==> src/rtl/simon_key_schedule.sv <==
// Simon 32/64 key schedule: expands a 64-bit master key into 32 round keys,
// one per cycle, in lockstep with the round stage that shares its start pulse.
module simon_key_schedule #(
    parameter int          ROUNDS  = 32,
    parameter logic [15:0] C_CONST = 16'hFFFC
) (
    input  logic        clk,
    input  logic        reset,
    input  logic        start,
    input  logic [63:0] key,
    output logic [15:0] round_key,
    output logic        key_valid,
    output logic [4:0]  round_idx,
    output logic        done
);

    typedef enum logic [1:0] {
        S_IDLE,
        S_RUN,
        S_DONE
    } state_t;

    // z0 with index 0 at the leftmost character
    localparam logic [0:61] Z0 =
        62'b11111010001001010110000111001101111101000100101011000011100110;
    localparam logic [4:0] LAST = 5'(ROUNDS - 1);

    state_t      r_state;
    logic [15:0] r_w0;
    logic [15:0] r_w1;
    logic [15:0] r_w2;
    logic [15:0] r_w3;
    logic [4:0]  r_idx;
    logic        r_valid;
    logic        r_done;

    logic [15:0] w_t;
    logic [15:0] w_new;

    assign w_t   = {r_w3[2:0], r_w3[15:3]} ^ r_w1;
    assign w_new = C_CONST ^ {15'd0, Z0[r_idx]} ^ r_w0
                 ^ w_t ^ {w_t[0], w_t[15:1]};

    always_ff @(posedge clk) begin
        if (reset) begin
            r_state <= S_IDLE;
            r_w0    <= '0;
            r_w1    <= '0;
            r_w2    <= '0;
            r_w3    <= '0;
            r_idx   <= '0;
            r_valid <= 1'b0;
            r_done  <= 1'b0;
        end else if (start) begin
            r_state <= S_RUN;
            r_w0    <= key[15:0];
            r_w1    <= key[31:16];
            r_w2    <= key[47:32];
            r_w3    <= key[63:48];
            r_idx   <= '0;
            r_valid <= 1'b1;
            r_done  <= 1'b0;
        end else begin
            case (r_state)
                S_RUN: begin
                    r_w0 <= r_w1;
                    r_w1 <= r_w2;
                    r_w2 <= r_w3;
                    r_w3 <= w_new;
                    if (r_idx == LAST) begin
                        r_state <= S_DONE;
                        r_idx   <= '0;
                        r_valid <= 1'b0;
                        r_done  <= 1'b1;
                    end else begin
                        r_idx <= r_idx + 5'd1;
                    end
                end
                S_DONE: begin
                    r_state <= S_IDLE;
                    r_done  <= 1'b0;
                end
                default: begin
                    r_state <= S_IDLE;
                    r_valid <= 1'b0;
                    r_done  <= 1'b0;
                end
            endcase
        end
    end

    assign round_key = r_valid ? r_w0 : 16'd0;
    assign key_valid = r_valid;
    assign round_idx = r_idx;
    assign done      = r_done;

endmodule

==> config.mk <==
export PLATFORM = sky130hd
export DESIGN_NAME = simon_key_schedule
export DESIGN_NICKNAME = d
export VERILOG_FILES = /design/src/rtl/simon_key_schedule.sv
export SDC_FILE = /design/constraint.sdc
export NUM_CORES = 1
export LEC_CHECK = 0
export CELL_PAD_IN_SITES_DETAIL_PLACEMENT = 0
export CELL_PAD_IN_SITES_GLOBAL_PLACEMENT = 1
export CORE_ASPECT_RATIO = 1.1
export CORE_MARGIN = 2
export CORE_UTILIZATION = 40
export CTS_BUF_LIST = sky130_fd_sc_hd__clkbuf_8
export CTS_CLUSTER_DIAMETER = 40
export DETAILED_ROUTE_END_ITERATION = 12
export PLACE_DENSITY_LB_ADDON = 0.1
export SETUP_SLACK_MARGIN = 0.05
export SLEW_MARGIN = 10
export SYNTH_ARGS = -nofsm -noshare
export SYNTH_HDL_FRONTEND = slang
export SYNTH_SLANG_ARGS = --single-unit
export TNS_END_PERCENT = 5
==> constraint.sdc <==
create_clock -name clk -period 1.9 [get_ports clk]
set_input_delay 0.475 -clock clk [delete_from_list [all_inputs] [get_ports clk]]
set_output_delay 0.475 -clock clk [all_outputs]
set_load 0.01 [all_outputs]
==> results of run 1 <==
[sequential cells by signal, summed over array words and instances (netlist names)]
| register | cells |
|---|---|
| r_w0 | 16 |
| r_w1 | 16 |
| r_w2 | 16 |
| r_w3 | 16 |
| round_idx | 5 |
| done | 1 |
| key_valid | 1 |
| r_state | 1 |
[cells in the mapped netlist (all sizes together), types with 2 or more instances]
master	n
nor2	57
mux2i	56
nand2	22
or3	2
dfxtp	72
o21ai	16
buf	16
xor2	10
and2	16
ha	4
a21oi	8
and3	2
nor3b	2
xnor2	9
nor2b	4
xnor3	16
inv	2
mux2	49
a22o	6
nand2b	3
clkbuf	10
[cell type report]
type | count | area, um2 | area share
Multi-Input combinational cell | 293 | 2430 | 0.465
Sequential cell | 72 | 1450 | 0.276
Timing Repair Buffer | 103 | 1010 | 0.193
Tap cell | 120 | 150 | 0.0287
Clock buffer | 10 | 138 | 0.0263
Clock inverter | 5 | 50.0 | 0.00956
Inverter | 2 | 7.51 | 0.00143
[stage by stage]
step,hold slack [ns],utilization
5_1_grt,0.419,0.534
3_3_place_gp,0.534,0.516
3_5_place_dp,0.534,0.516
2_1_floorplan,0.528,-
4_1_cts,0.411,0.534
6_report,0.420,0.534
[kinds of logic after synthesis]
group / Yosys count / synth area share
AOI/OAI and AO/OA: 36 / 0.0552
and+or+nand+nor: 113 / 0.128
DFF: 72 / 0.359
muxes: 105 / 0.277
adders and majority gates: 4 / 0.0125
xor gates and xnor gates: 35 / 0.133
buffers and inverters: 28 / 0.0346
[worst reg2reg max path, cell delays in order (launching register included)]
cell	delay, ns
dfxtp_1	0.42
inv_1	0.12
ha_1	0.31
nor2b_1	0.13
o32ai_1	0.28
nor4b_1	0.09
or3_1	0.30
[power by group through the flow]
stage	combinational [uW]	clock (uW)	sequential [uW]
final	911	1190	1710
after floorplan	638	0	1710
after CTS	926	1230	1710
after global routing	995	1300	1730
after detailed placement	926	0	1750
after global placement	918	0	1750
[final timing paths]
kind	endpoint	depth (start not counted)
worst max-delay path	round_idx[2]	1
worst min-delay path	r_w1[13]	2
worst max register to register	r_w3[0]	6
worst min register to register	round_idx[4]	2
[routing by layer]
| metal | wire length [um] | vias to the layer above | part of all wire | global-route usage |
|---|---|---|---|---|
| li1 | - | 1530 | - | - |
| met1 | 4400 | 1416 | 0.46 | 0.238 |
| met2 | 4660 | 64 | 0.49 | 0.309 |
| met3 | 419 | 9 | 0.044 | 0.0372 |
| met4 | 113 | 0 | 0.012 | 0.0548 |
| met5 | 0 | - | 0 | 0 |
[layout by cell type, fill, tap and decap left out, types with 16 or more instances in the layout]
cell and instances:
mux2_2 30, mux2i_1 56, xnor3_1 16, mux2_1 19
and2_1 16, nor2_1 57, clkdlybuf4s50_1 70, dfxtp_1 68
dlygate4sd2_1 16, nand2_1 22
[what timing repair did]
item / in CTS / in global routing
endpoints found under the setup margin: 21 / 4
resized for setup: 21 / 1
hold buffers: 0 / 0
==> metrics.txt, run 1 <==
Synthesized Nets=464; boundary pin count=90; Worst Skew=0.0129 ns; f_max=0.554 GHz; residual DRC count=0; diode count=0; CP Data Arrival Time=1.33 ns; Post-synth EDFFs=0; vias in the first global route=2,980; maximum fanout along the worst path=10; Synth cell types=38; area share of the largest cell type after synthesis=0.359; RSZ-0062 raised after global routing=yes; FFs w/ async S/R, synth=0; clock root buffer=clkbuf_8; Die Footprint=10,800 um2; Worst path slowest cell=clkdlybuf4s50_1; Final period util=0.950; post-route cell area=5240 um2; reg-to-reg startpoint=round_idx[0]; share of cells above drive strength 1=0.136; Max-Cap Viols=0; worst slack, placed=0.149 ns; global route overflow=0; Tightest Hold Check Type=in -> reg; Top FF cell, synth=dfxtp_1; sequential fraction of the synthesis area=0.359; min-delay src=reset; crit path time final=1.81 ns; setup total negative slack=0 ns; Flop pwr share=0.449; filler instances=946; CP Class=reg -> out; Final Hold Vio Count=0; Cells after DPL=590; Synth Area per Inst=10.2 um2; clock group share of total power=0.312; Synth-to-Final Area Change=30.5%; TritonCTS Buffers=9; post-detail-place hpwl=6.92 mm; Post-Syn Area=4010 um2; internal power=2800 uW; Worst path max stage delay=0.56 ns; TritonRoute pass-1 iters=4; Placed Area=5060 um2; switch share=0.265; Routed Antenna Nets=0; Pwr Density=728 nW/um2; row cnt=38; status=finished, final reports clean; switching power=1010 uW; worst skew pair latency=0.35 ns; Synth area leaders=dfxtp_1 (36%), mux2i_1 (14%), xnor3_1 (9.0%), mux2_2 (8.4%), mux2_1 (5.3%); crit start category=flop; Peak supply drop=0.293 mV; total design power=3810 uW; Comb pwr share=0.239; Die Span Y=109 um; Leak Pwr=0.00245 uW; Chip Width=99.5 um; Post-Synthesis Cells=393; Final Net Count=552; initial antenna violation count=0; CP bufs+invs=1; Final Setup Violations=0; worst path cell trace=clkdlybuf4s50_1; total number of vias=3,019; Worst Setup SP=round_idx[2]; worst-margin pin slew=0.532 ns; postcts setup bufs=0; Critical Path End Type=primary output; DR iter-0 viols=72; Routed WL=9.59 mm; DR WL/cell=15.9 um; core area=9790 um2; Initial Util=0.410; Worst Path Required=1.42 ns; Vias/cell=4.99; Synth area leader=dfxtp_1; GRT Overall Usage=0.183; CTS max path bufs=2; CTS tree=yes; # port buffers=89; htree depth=3; Yosys warnings=0; Worst R2R Setup Slack=0.14 ns; fin worst setup slack=0.0944 ns; first-pass GRT wire length=15.4 mm; Slew headroom=0.644; delay-heaviest family, CP=buffers and inverters; largest net degree at the start of global routing=38; clock-pin transition on the worst setup and hold timing paths=0.07 ns; count of state elements after synthesis=72; CTS sink count=72; Max Slew Vio Count=0; Final Wtd Congestion=0.795; fin cells=605
(Power assumes the default switching activity.)
==> run 2, diff against run 1 <==
Settings changed: SKIP_LAST_GASP set to 1, SLEW_MARGIN 10 to unset.
==> metrics.txt, run 2 (synthesis gave the netlist of run 1 again) <==
CP Data Arrival Time=1.50 ns (+0.17 ns); diode count=0 (unchanged); CP Class=reg -> out; Slew headroom=0.644 (about the same); core area=9790 um2 (unchanged); Tightest Hold Check Type=in -> reg; f_max=0.508 GHz (-8.4%); initial antenna violation count=0 (unchanged); post-detail-place hpwl=6.92 mm (unchanged); crit start category=flop; clock root buffer=clkbuf_8; first-pass GRT wire length=15.3 mm (-0.45%); DR iter-0 viols=70 (-2.8%); GRT Overall Usage=0.182 (-0.000815); Final period util=1.04 (+0.0867); row cnt=38 (unchanged); Multi-input gate area=2430 um2 (unchanged); met3 Use GR=0.0365 (-0.000641); vias in the first global route=2,961 (-0.64%); commonest non-fill, non-tap cell in the layout=clkdlybuf4s50_1; Chip Width=99.5 um (unchanged); Worst Path Required=1.42 ns (about the same); filler instances=937 (-0.95%); RSZ-0062 raised after global routing=yes; Routed Antenna Nets=0 (unchanged); met1 Usage GRT=0.238 (unchanged); failing checks=setup timing; Critical Path End Type=primary output; Max-Cap Viols=0 (unchanged); worst-margin pin slew=0.532 ns (+0.000129 ns); Final Wtd Congestion=0.795 (unchanged); Pwr Density=728 nW/um2 (about the same); CTS tree=yes; Worst Skew=0.0129 ns (+0.000000700 ns); Final Setup Violations=15 (+15); clock-pin transition on the worst setup and hold timing paths=0.08 ns (about the same); Final Net Count=552 (unchanged); most frequent cells in the layout=clkdlybuf4s50_1 (85), dfxtp_1 (72), nor2_1 (57); worst skew pair latency=0.35 ns (about the same); status=complete, but fails checks; crit path time final=1.97 ns (+0.165 ns); share of cells above drive strength 1=0.128 (-0.00825); fin worst setup slack=-0.0702 ns (-0.165 ns); htree depth=3 (unchanged); Seq. cell area=1440 um2 (-0.35%); Routed WL=9.55 mm (-0.43%); worst slack, placed=0.149 ns (unchanged); GR Util met2=0.307 (-0.00145); Die Span Y=109 um (unchanged); # port buffers=89 (unchanged); TritonCTS Buffers=9 (unchanged); CTS sink count=72 (unchanged); CTS max path bufs=2 (unchanged); maximum fanout along the worst path=10 (unchanged); global route overflow=0 (unchanged); Peak supply drop=0.293 mV (about the same); DR WL/cell=15.8 um (-0.43%); Die Footprint=10,800 um2 (unchanged); TritonRoute pass-1 iters=4 (unchanged); total number of vias=3,025 (+0.20%); hold buffers post-CTS=0 (unchanged); Final Hold Vio Count=0 (unchanged); largest net degree at the start of global routing=38 (unchanged); Vias/cell=5.00 (+0.20%); boundary pin count=90 (unchanged); Synth-to-Final Area Change=30.8%; Max Slew Vio Count=0 (unchanged); residual DRC count=0 (unchanged); Leak Pwr=0.00238 uW (-2.8%); Initial Util=0.410 (unchanged); setup total negative slack=-0.870 ns (-0.870 ns); gr busiest metal=met2
-- run 2: changes by cell type in the layout (fill, tap and decap cells not counted), sizes merged --
cell and delta:
clkdlybuf4s50 +15, dlygate4sd2 -15
-- run 2: path summary, 6_finish.rpt --
kind           startpoint             to  slack [ns]  cells after the start
min                 reset       r_w1[13]        0.42                      2
max reg2reg  round_idx[0]        r_w3[0]        0.14                      6
min reg2reg  round_idx[4]   round_idx[4]        0.55                      2
max             key_valid  round_key[14]       -0.07                      3
-- run 2: cell type report --
type / count / area share
clock buffers: 10 / 0.0262
clock inverters: 5 / 0.00954
inverters: 2 / 0.00143
multi-input cells: 293 / 0.464
flip-flops and latches: 72 / 0.275
well taps: 120 / 0.0286
repair buffers: 103 / 0.196
-- run 2: where the power goes --
group	switching, uW	internal, uW
logic	351	567
registers	94.4	1620
clock network	567	624
-- run 2: through the flow --
step | std cells | hold WS, ns | instance area, um2 | util | total power [uW]
finish | 605 | 0.419 | 5250 | 0.536 | 3820
global route | 605 | 0.419 | 5250 | 0.536 | 4030
CTS | 605 | 0.411 | 5250 | 0.536 | 3880
detailed placement | 590 | 0.534 | 5060 | 0.516 | 2680
global placement | 590 | 0.534 | 5060 | 0.516 | 2660
floorplan | 393 | 0.528 | 4010 | - | 2350
-- run 2: worst max-delay path, stage by stage, from the launching register on --
cell and delay, ns:
dfxtp_1 0.35, buf_6 0.15, and2_1 0.13, clkdlybuf4s50_1 0.54
-- run 2: timing repair --
action / CTS / global route
resized for setup: 2 / 1
pin swaps: 0 / 0
endpoints found under the hold margin: 0 / 0
setup buffers: 0 / 0
endpoints found under the setup margin: 21 / 22
-- run 2: layer usage --
metal,up-vias,part of all wire
li1,1529,-
met1,1425,0.46
met2,62,0.49
met3,9,0.043
met4,0,0.012
met5,-,0
==> run 3, diff against run 2 <==
Settings changed: CAP_MARGIN set to 40, CTS_CLUSTER_DIAMETER 40 to 60.
==> results of run 3 <==
Final layout, timing and power as in run 2 (identical DEF).
